File: src/rtl/seg7_pkg.sv
// Shared segment codes and small helpers for the seven-segment scan driver.
package seg7_pkg;

  // Logical active-high segment patterns, bit order {g,f,e,d,c,b,a}
  localparam logic [6:0] SEG_0     = 7'h3F;
  localparam logic [6:0] SEG_1     = 7'h06;
  localparam logic [6:0] SEG_2     = 7'h5B;
  localparam logic [6:0] SEG_3     = 7'h4F;
  localparam logic [6:0] SEG_4     = 7'h66;
  localparam logic [6:0] SEG_5     = 7'h6D;
  localparam logic [6:0] SEG_6     = 7'h7D;
  localparam logic [6:0] SEG_7     = 7'h07;
  localparam logic [6:0] SEG_8     = 7'h7F;
  localparam logic [6:0] SEG_9     = 7'h6F;
  localparam logic [6:0] SEG_DASH  = 7'h40;
  localparam logic [6:0] SEG_BLANK = 7'h00;

  // True when the scan index sits on the most significant digit
  function automatic logic idx_at_last(input int idx, input int n);
    return (idx == n - 1);
  endfunction

endpackage

File: src/rtl/seg7_decode.sv
// BCD to seven-segment decoder; invalid codes show a dash, blank forces all off.
module seg7_decode
  import seg7_pkg::*;
(
  input  logic [3:0] bcd,
  input  logic       blank,
  output logic [6:0] seg_code
);

  // Pure lookup, blank overrides the digit pattern
  always_comb begin
    seg_code = SEG_DASH;
    if (blank) begin
      seg_code = SEG_BLANK;
    end else begin
      case (bcd)
        4'd0:    seg_code = SEG_0;
        4'd1:    seg_code = SEG_1;
        4'd2:    seg_code = SEG_2;
        4'd3:    seg_code = SEG_3;
        4'd4:    seg_code = SEG_4;
        4'd5:    seg_code = SEG_5;
        4'd6:    seg_code = SEG_6;
        4'd7:    seg_code = SEG_7;
        4'd8:    seg_code = SEG_8;
        4'd9:    seg_code = SEG_9;
        default: seg_code = SEG_DASH;
      endcase
    end
  end

endmodule

File: src/rtl/seg7_scan_driver.sv
// Time-multiplexed seven-segment driver: frame-coherent snapshot, leading-zero
// blanking and a dark guard interval at the start of every digit slot.
module seg7_scan_driver
  import seg7_pkg::*;
#(
  parameter int NUM_DIGITS   = 4,
  parameter int REFRESH_DIV  = 50000,
  parameter int GUARD        = 2,
  parameter bit COMMON_ANODE = 1'b1
) (
  input  logic                    clk,
  input  logic                    reset,
  input  logic                    on,
  input  logic [4*NUM_DIGITS-1:0] bcd_in,
  input  logic [NUM_DIGITS-1:0]   dp_in,
  input  logic                    blank_lz,
  output logic [6:0]              seg,
  output logic                    dp,
  output logic [NUM_DIGITS-1:0]   an,
  output logic                    frame_tick
);

  localparam int IDX_W = $clog2(NUM_DIGITS);
  localparam int CNT_W = $clog2(REFRESH_DIV);
  localparam int GRD_W = $clog2(GUARD + 2);

  localparam logic [CNT_W-1:0]      CNT_LAST = CNT_W'(REFRESH_DIV - 1);
  localparam logic [GRD_W-1:0]      GRD_INIT = GRD_W'(GUARD);
  localparam logic [6:0]            SEG_OFF  = {7{COMMON_ANODE}};
  localparam logic [NUM_DIGITS-1:0] AN_OFF   = {NUM_DIGITS{COMMON_ANODE}};

  logic [CNT_W-1:0]        cnt_q, cnt_d;
  logic [IDX_W-1:0]        idx_q, idx_d;
  logic [GRD_W-1:0]        guard_q, guard_d;
  logic [4*NUM_DIGITS-1:0] snap_bcd_q, snap_bcd_d;
  logic [NUM_DIGITS-1:0]   snap_dp_q, snap_dp_d;
  logic                    frame_tick_q, frame_tick_d;
  logic [6:0]              seg_q, seg_d;
  logic                    dp_q, dp_d;
  logic [NUM_DIGITS-1:0]   an_q, an_d;

  logic                    tick;
  logic                    idx_last;
  logic                    wrap;
  logic [3:0]              digit_sel;
  logic                    zero_above;
  logic                    blank_sel;
  logic [6:0]              seg_code;
  logic [NUM_DIGITS-1:0]   an_onehot;

  // Slot timing, scan index, guard countdown and input snapshot
  always_comb begin
    tick     = on && (cnt_q == CNT_LAST);
    idx_last = idx_at_last(int'(idx_q), NUM_DIGITS);
    wrap     = tick && idx_last;

    cnt_d = cnt_q;
    if (tick)    cnt_d = '0;
    else if (on) cnt_d = cnt_q + 1'b1;

    idx_d = idx_q;
    if (tick) idx_d = idx_last ? '0 : idx_q + 1'b1;

    guard_d = guard_q;
    if (!on || tick)          guard_d = GRD_INIT;
    else if (guard_q != '0)   guard_d = guard_q - 1'b1;

    // Disabled display tracks the input live; enabled display only at frame wrap
    snap_bcd_d = snap_bcd_q;
    snap_dp_d  = snap_dp_q;
    if (!on || wrap) begin
      snap_bcd_d = bcd_in;
      snap_dp_d  = dp_in;
    end

    frame_tick_d = wrap;
  end

  // Digit select and leading-zero detection for the current slot
  always_comb begin
    digit_sel  = snap_bcd_q[{idx_q, 2'b00} +: 4];
    zero_above = 1'b1;
    for (int i = 0; i < NUM_DIGITS; i++) begin
      if ((IDX_W'(i) >= idx_q) && (snap_bcd_q[4*i +: 4] != 4'd0)) zero_above = 1'b0;
    end
    blank_sel = blank_lz && zero_above && (idx_q != '0);
  end

  seg7_decode u_decode (
    .bcd      (digit_sel),
    .blank    (blank_sel),
    .seg_code (seg_code)
  );

  // Pin-level output values, darkened while disabled or inside the guard
  always_comb begin
    an_onehot        = '0;
    an_onehot[idx_q] = 1'b1;
    seg_d = on ? (seg_code ^ SEG_OFF) : SEG_OFF;
    dp_d  = on ? (snap_dp_q[idx_q] ^ COMMON_ANODE) : COMMON_ANODE;
    an_d  = (on && (guard_q == '0)) ? (an_onehot ^ AN_OFF) : AN_OFF;
  end

  // State and output registers with asynchronous active-low reset
  always_ff @(posedge clk or negedge reset) begin
    if (!reset) begin
      cnt_q        <= '0;
      idx_q        <= '0;
      guard_q      <= GRD_INIT;
      snap_bcd_q   <= '0;
      snap_dp_q    <= '0;
      frame_tick_q <= 1'b0;
      seg_q        <= SEG_OFF;
      dp_q         <= COMMON_ANODE;
      an_q         <= AN_OFF;
    end else begin
      cnt_q        <= cnt_d;
      idx_q        <= idx_d;
      guard_q      <= guard_d;
      snap_bcd_q   <= snap_bcd_d;
      snap_dp_q    <= snap_dp_d;
      frame_tick_q <= frame_tick_d;
      seg_q        <= seg_d;
      dp_q         <= dp_d;
      an_q         <= an_d;
    end
  end

  assign seg        = seg_q;
  assign dp         = dp_q;
  assign an         = an_q;
  assign frame_tick = frame_tick_q;

endmodule

File: config.mk
export PLATFORM = sky130hd
export DESIGN_NAME = seg7_scan_driver
export DESIGN_NICKNAME = d
export VERILOG_FILES = /design/src/rtl/seg7_pkg.sv /design/src/rtl/seg7_decode.sv /design/src/rtl/seg7_scan_driver.sv
export SDC_FILE = /design/constraint.sdc
export NUM_CORES = 1
export LEC_CHECK = 0
export BUFFER_PORTS_ARGS = -buffer_cell sky130_fd_sc_hd__clkbuf_2
export CORE_MARGIN = 2
export CORE_UTILIZATION = 40
export CTS_CLUSTER_DIAMETER = 50
export DETAILED_ROUTE_END_ITERATION = 6
export MAX_ROUTING_LAYER = met4
export PLACE_DENSITY = 0.66
export SKIP_LAST_GASP = 1
export SYNTH_ARGS = -nofsm -noshare
export SYNTH_HDL_FRONTEND = slang
export SYNTH_SLANG_ARGS = --single-unit
File: constraint.sdc
create_clock -name clk -period 1.7 [get_ports clk]
set_input_delay 0.34 -clock clk [delete_from_list [all_inputs] [get_ports clk]]
set_output_delay 0.34 -clock clk [all_outputs]
set_load 0.02 [all_outputs]
==> impl_metrics.py <==
metrics = {
    "synth": {
        "synth_cell_types": 34,
        "synth_top_family_by_area": "multiplexers",
        "synthSimpleGateAreaFrac_pct": 12.41,
        "async_reset_ff_share_pct": 100.0,
        "synth-xor-area-share_pct": 4.905,
        "synth_ff_type": "dfrtp_1",
        "synth_compound_area_share_pct": 4.605,
        "synth_edf_count": 0,
        "yosys_warnings": 0,
        "postSynthAreaPerCell_um2": 12.25,
        "synth_mux_area_share_pct": 15.27,
        "syn_nets": 240,
        "synth-seq-area-share_pct": 53.70,
        "netlist_area_um2": 2500,
        "postSynthCellCount": 204,
        "ys_ff_latch": 53,
        "synth_fa_ha_area_share_pct": 6.006,
    },
    "setup_path": {
        "crit_chain": "ha_2 > nand3b_1 > nor4_4 > buf_4 > and3_4 > mux2_4",
        "slowest_delay_ns": 0.39,
        "crit_start": "cnt_q[1]$_DFFE_PN0P_",
        "crit_path_end_kind": "flop",
        "crit_arrival_ns": 1.95,
        "critPathMaxFanout": 3,
        "worstSetupStartpointType": "flop",
        "required_ns": 1.90,
        "reg2reg_depth": 6,
        "r2r_end": "idx_q[1]$_DFFE_PN0N_",
        "r2r_start": "cnt_q[1]$_DFFE_PN0P_",
        "critPathKind": "flop to flop",
        "r2r_setup_slack_ns": -0.05,
        "cp_slowest_cell": "dfrtp_1",
    },
    "cts": {
        "cts_tree": "built",
        "clkLatencyLatePin_ns": 0.31,
        "cts_max_level": 2,
        "cts.root.buffer_cell": "clkbuf_8",
        "clk_pin_slew_worst_paths_ns": 0.10,
        "holdBufCountCts": 0,
        "cts_buffers": 5,
        "numClockSinks": 53,
        "clk_path_buf_depth": 2,
    },
    "cells_and_area": {
        "n_fill_cell": 485,
        "syn_to_final_growth_pct": 38.09,
        "final_layout_size_suffix_gt1_share_pct": 56.89,
        "layoutNonFillerInstCount": 358,
        "nets": 318,
        "insertedDiodeCount": 0,
    },
    "grt": {
        "globalRouteOverflowTotal": 0,
        "grt_pass1_wl_um": 8928,
        "grt_usage_pct": 16.49,
        "antenna_found_initial": 0,
        "grt_max_degree": 27,
        "first_global_vias": 1920,
    },
    "routing": {
        "drt-pass1-iter-count": 4,
        "top_layer_used": "met4",
        "routed_wl_um": 5248,
        "wl_met2_um": 2627,
        "drc": 0,
        "wl_met1_um": 2360,
        "routedWlPerCell_um": 14.66,
        "first_iter_violations": 67,
        "via_count": 1786,
        "ant_nets": 0,
        "dr_wl_met3_um": 155,
        "vias_per_cell": 4.989,
    },
    "floorplanning": {
        "core.rowCount": 28,
        "die-area_um2": 6898,
        "start_util_pct": 41.73,
        "ios": 37,
        "coreArea_um2": 5991,
        "die_h_um": 83.06,
        "die_w_um": 83.06,
    },
    "placed_design": {
        "finalWeightedCongestion": 0.8350,
        "hpwlAfterDp_um": 3502,
        "post-place-cells": 339,
        "port_buffers": 36,
    },
    "power_and_ir_drop": {
        "p_leak_nw": 1.520,
        "fin_total_pwr_mw": 3.140,
        "ir_drop_v": 0.0004082,
        "power.density_nw_per_um2": 909.7,
    },
    "timing": {
        "setup_viol": 25,
        "holdWs_ns": -0.01603,
        "max_freq_mhz": 570.8,
        "slew_viol_final": 0,
        "min_period_ns": 1.752,
        "setup_tns_ns": -1.060,
        "finalHoldViolations": 6,
        "rsz0062_at_grt": "yes",
        "timing.final.ws_setup_ns": -0.05197,
        "tightest_slew_ns": 0.5183,
        "min_period_over_period_pct": 103.1,
        "slew_headroom_pct": 65.45,
        "skew_ns": 0.007437,
    },
    "outcome": {
        "run_status": "finished with violations",
        "violations": "hold timing, setup timing",
    },
    "worst_hold_path": {
        "min_path_type": "primary input to asynchronous set/reset pin",
    },
    "flow_run": {
        "cap_violations": 0,
    },
}
metal layers:
| layer | up-vias | global-route usage, % |
|---|---|---|
| met5 | - | - |
| met4 | 0 | 6.855 |
| met3 | 9 | 3.678 |
| met2 | 37 | 25.51 |
| met1 | 874 | 21.07 |
| li1 | 866 | - |
worst max-delay path: cells and delay by family (launching register included):
kind,cells,cell delay [ns]
buffers and inverters,1,0.18
and+or+nand+nor,3,0.58
adders and majority gates,1,0.19
muxes,1,0.31
DFF,1,0.39
cell usage in the layout, fill, tap and decap left out, types with 3 or more instances in the layout:
master / n
nand4_1: 5
a21oi_1: 3
clkbuf_8: 5
dfstp_2: 13
a21oi_2: 5
xor2_1: 6
dfrtp_1: 37
nand3_1: 5
mux2_2: 21
clkbuf_2: 36
dfrtp_2: 3
mux4_2: 5
ha_4: 4
buf_6: 11
xnor2_1: 8
o21ai_1: 6
buf_4: 27
ha_1: 6
nor2_2: 4
inv_1: 9
nor4_1: 4
nand2_1: 9
nor2_1: 9
logic make-up (layout without fill, tap and decap cells):
family	count (synthesis)	after routing
AO/OA/AOI/OAI	20	20
XOR/XNOR	14	14
adder cells (fa/ha/maj)	12	12
buffers and inverters	19	98
flip-flops	53	53
multiplexers	29	29
AND/OR/NAND/NOR	57	57
registers in the layout, summed over array words and instances, names as in the netlist:
signal / cells
an: 4
cnt_q: 16
dp: 1
frame_tick: 1
guard_q: 2
idx_q: 2
seg: 7
snap_bcd_q: 16
snap_dp_q: 4
cell usage after synthesis, types with 4 or more instances:
library cell / count / share of area (%)
nand2_1: 10 / 1.5
ha_1: 12 / 6.0
and3_1: 4 / 1.0
nor2_1: 14 / 2.1
mux4_2: 5 / 4.5
dfstp_2: 13 / 14
xor2_1: 6 / 2.1
a21oi_1: 8 / 1.6
inv_1: 12 / 1.8
mux2_2: 23 / 10
nand3_1: 5 / 1.0
nor4_1: 6 / 1.5
xnor2_1: 8 / 2.8
dfrtp_1: 40 / 40
o21ai_0: 6 / 1.2
buf_2: 5 / 1.0
nand4_1: 5 / 1.3
report_power, final:
group | internal (mW) | switching (mW) | leakage, nW
sequential | 1.44 | 0.118 | 0.634
combinational | 0.381 | 0.347 | 0.835
clock | 0.434 | 0.424 | 0.0518
layout make-up:
class / instances / area [um2] / area share (%)
timing repair buffer: 78 / 589.3 / 17.07
multi-input combinational: 132 / 1262 / 36.57
clock buffer: 5 / 68.82 / 1.993
sequential: 53 / 1346 / 39.00
clock inverter: 3 / 41.29 / 1.196
inverter: 12 / 50.05 / 1.450
tap: 75 / 93.84 / 2.718
worst max path at each step:
stage,to,slack [ns],depth (start not counted)
floorplan,seg[0]$_DFF_PN1_,-0.03,6
global placement,seg[1]$_DFF_PN1_,-0.11,6
detailed placement,seg[2]$_DFF_PN1_,-0.19,6
CTS,snap_bcd_q[2]$_DFFE_PN0P_,-0.04,8
global route,snap_bcd_q[2]$_DFFE_PN0P_,-0.15,7
finish,idx_q[1]$_DFFE_PN0N_,-0.05,6
through the flow:
stage | worst slack [ns] | util (%) | cell area, um2
floorplan | -0.02538 | - | 2510
CTS | -0.03853 | 53.55 | 3208
global route | -0.1507 | 57.62 | 3452
detailed placement | -0.1851 | 50.21 | 3008
finish | -0.05197 | 57.62 | 3452
global placement | -0.1105 | 50.21 | 3008
what timing repair did:
item,CTS,global route
endpoints found under the hold margin,0,0
pin swaps,3,12
cloned,1,0
buffers inserted,4,7
setup endpoints to repair,28,39
gates resized for setup,11,49
(Power assumes the default switching activity.)
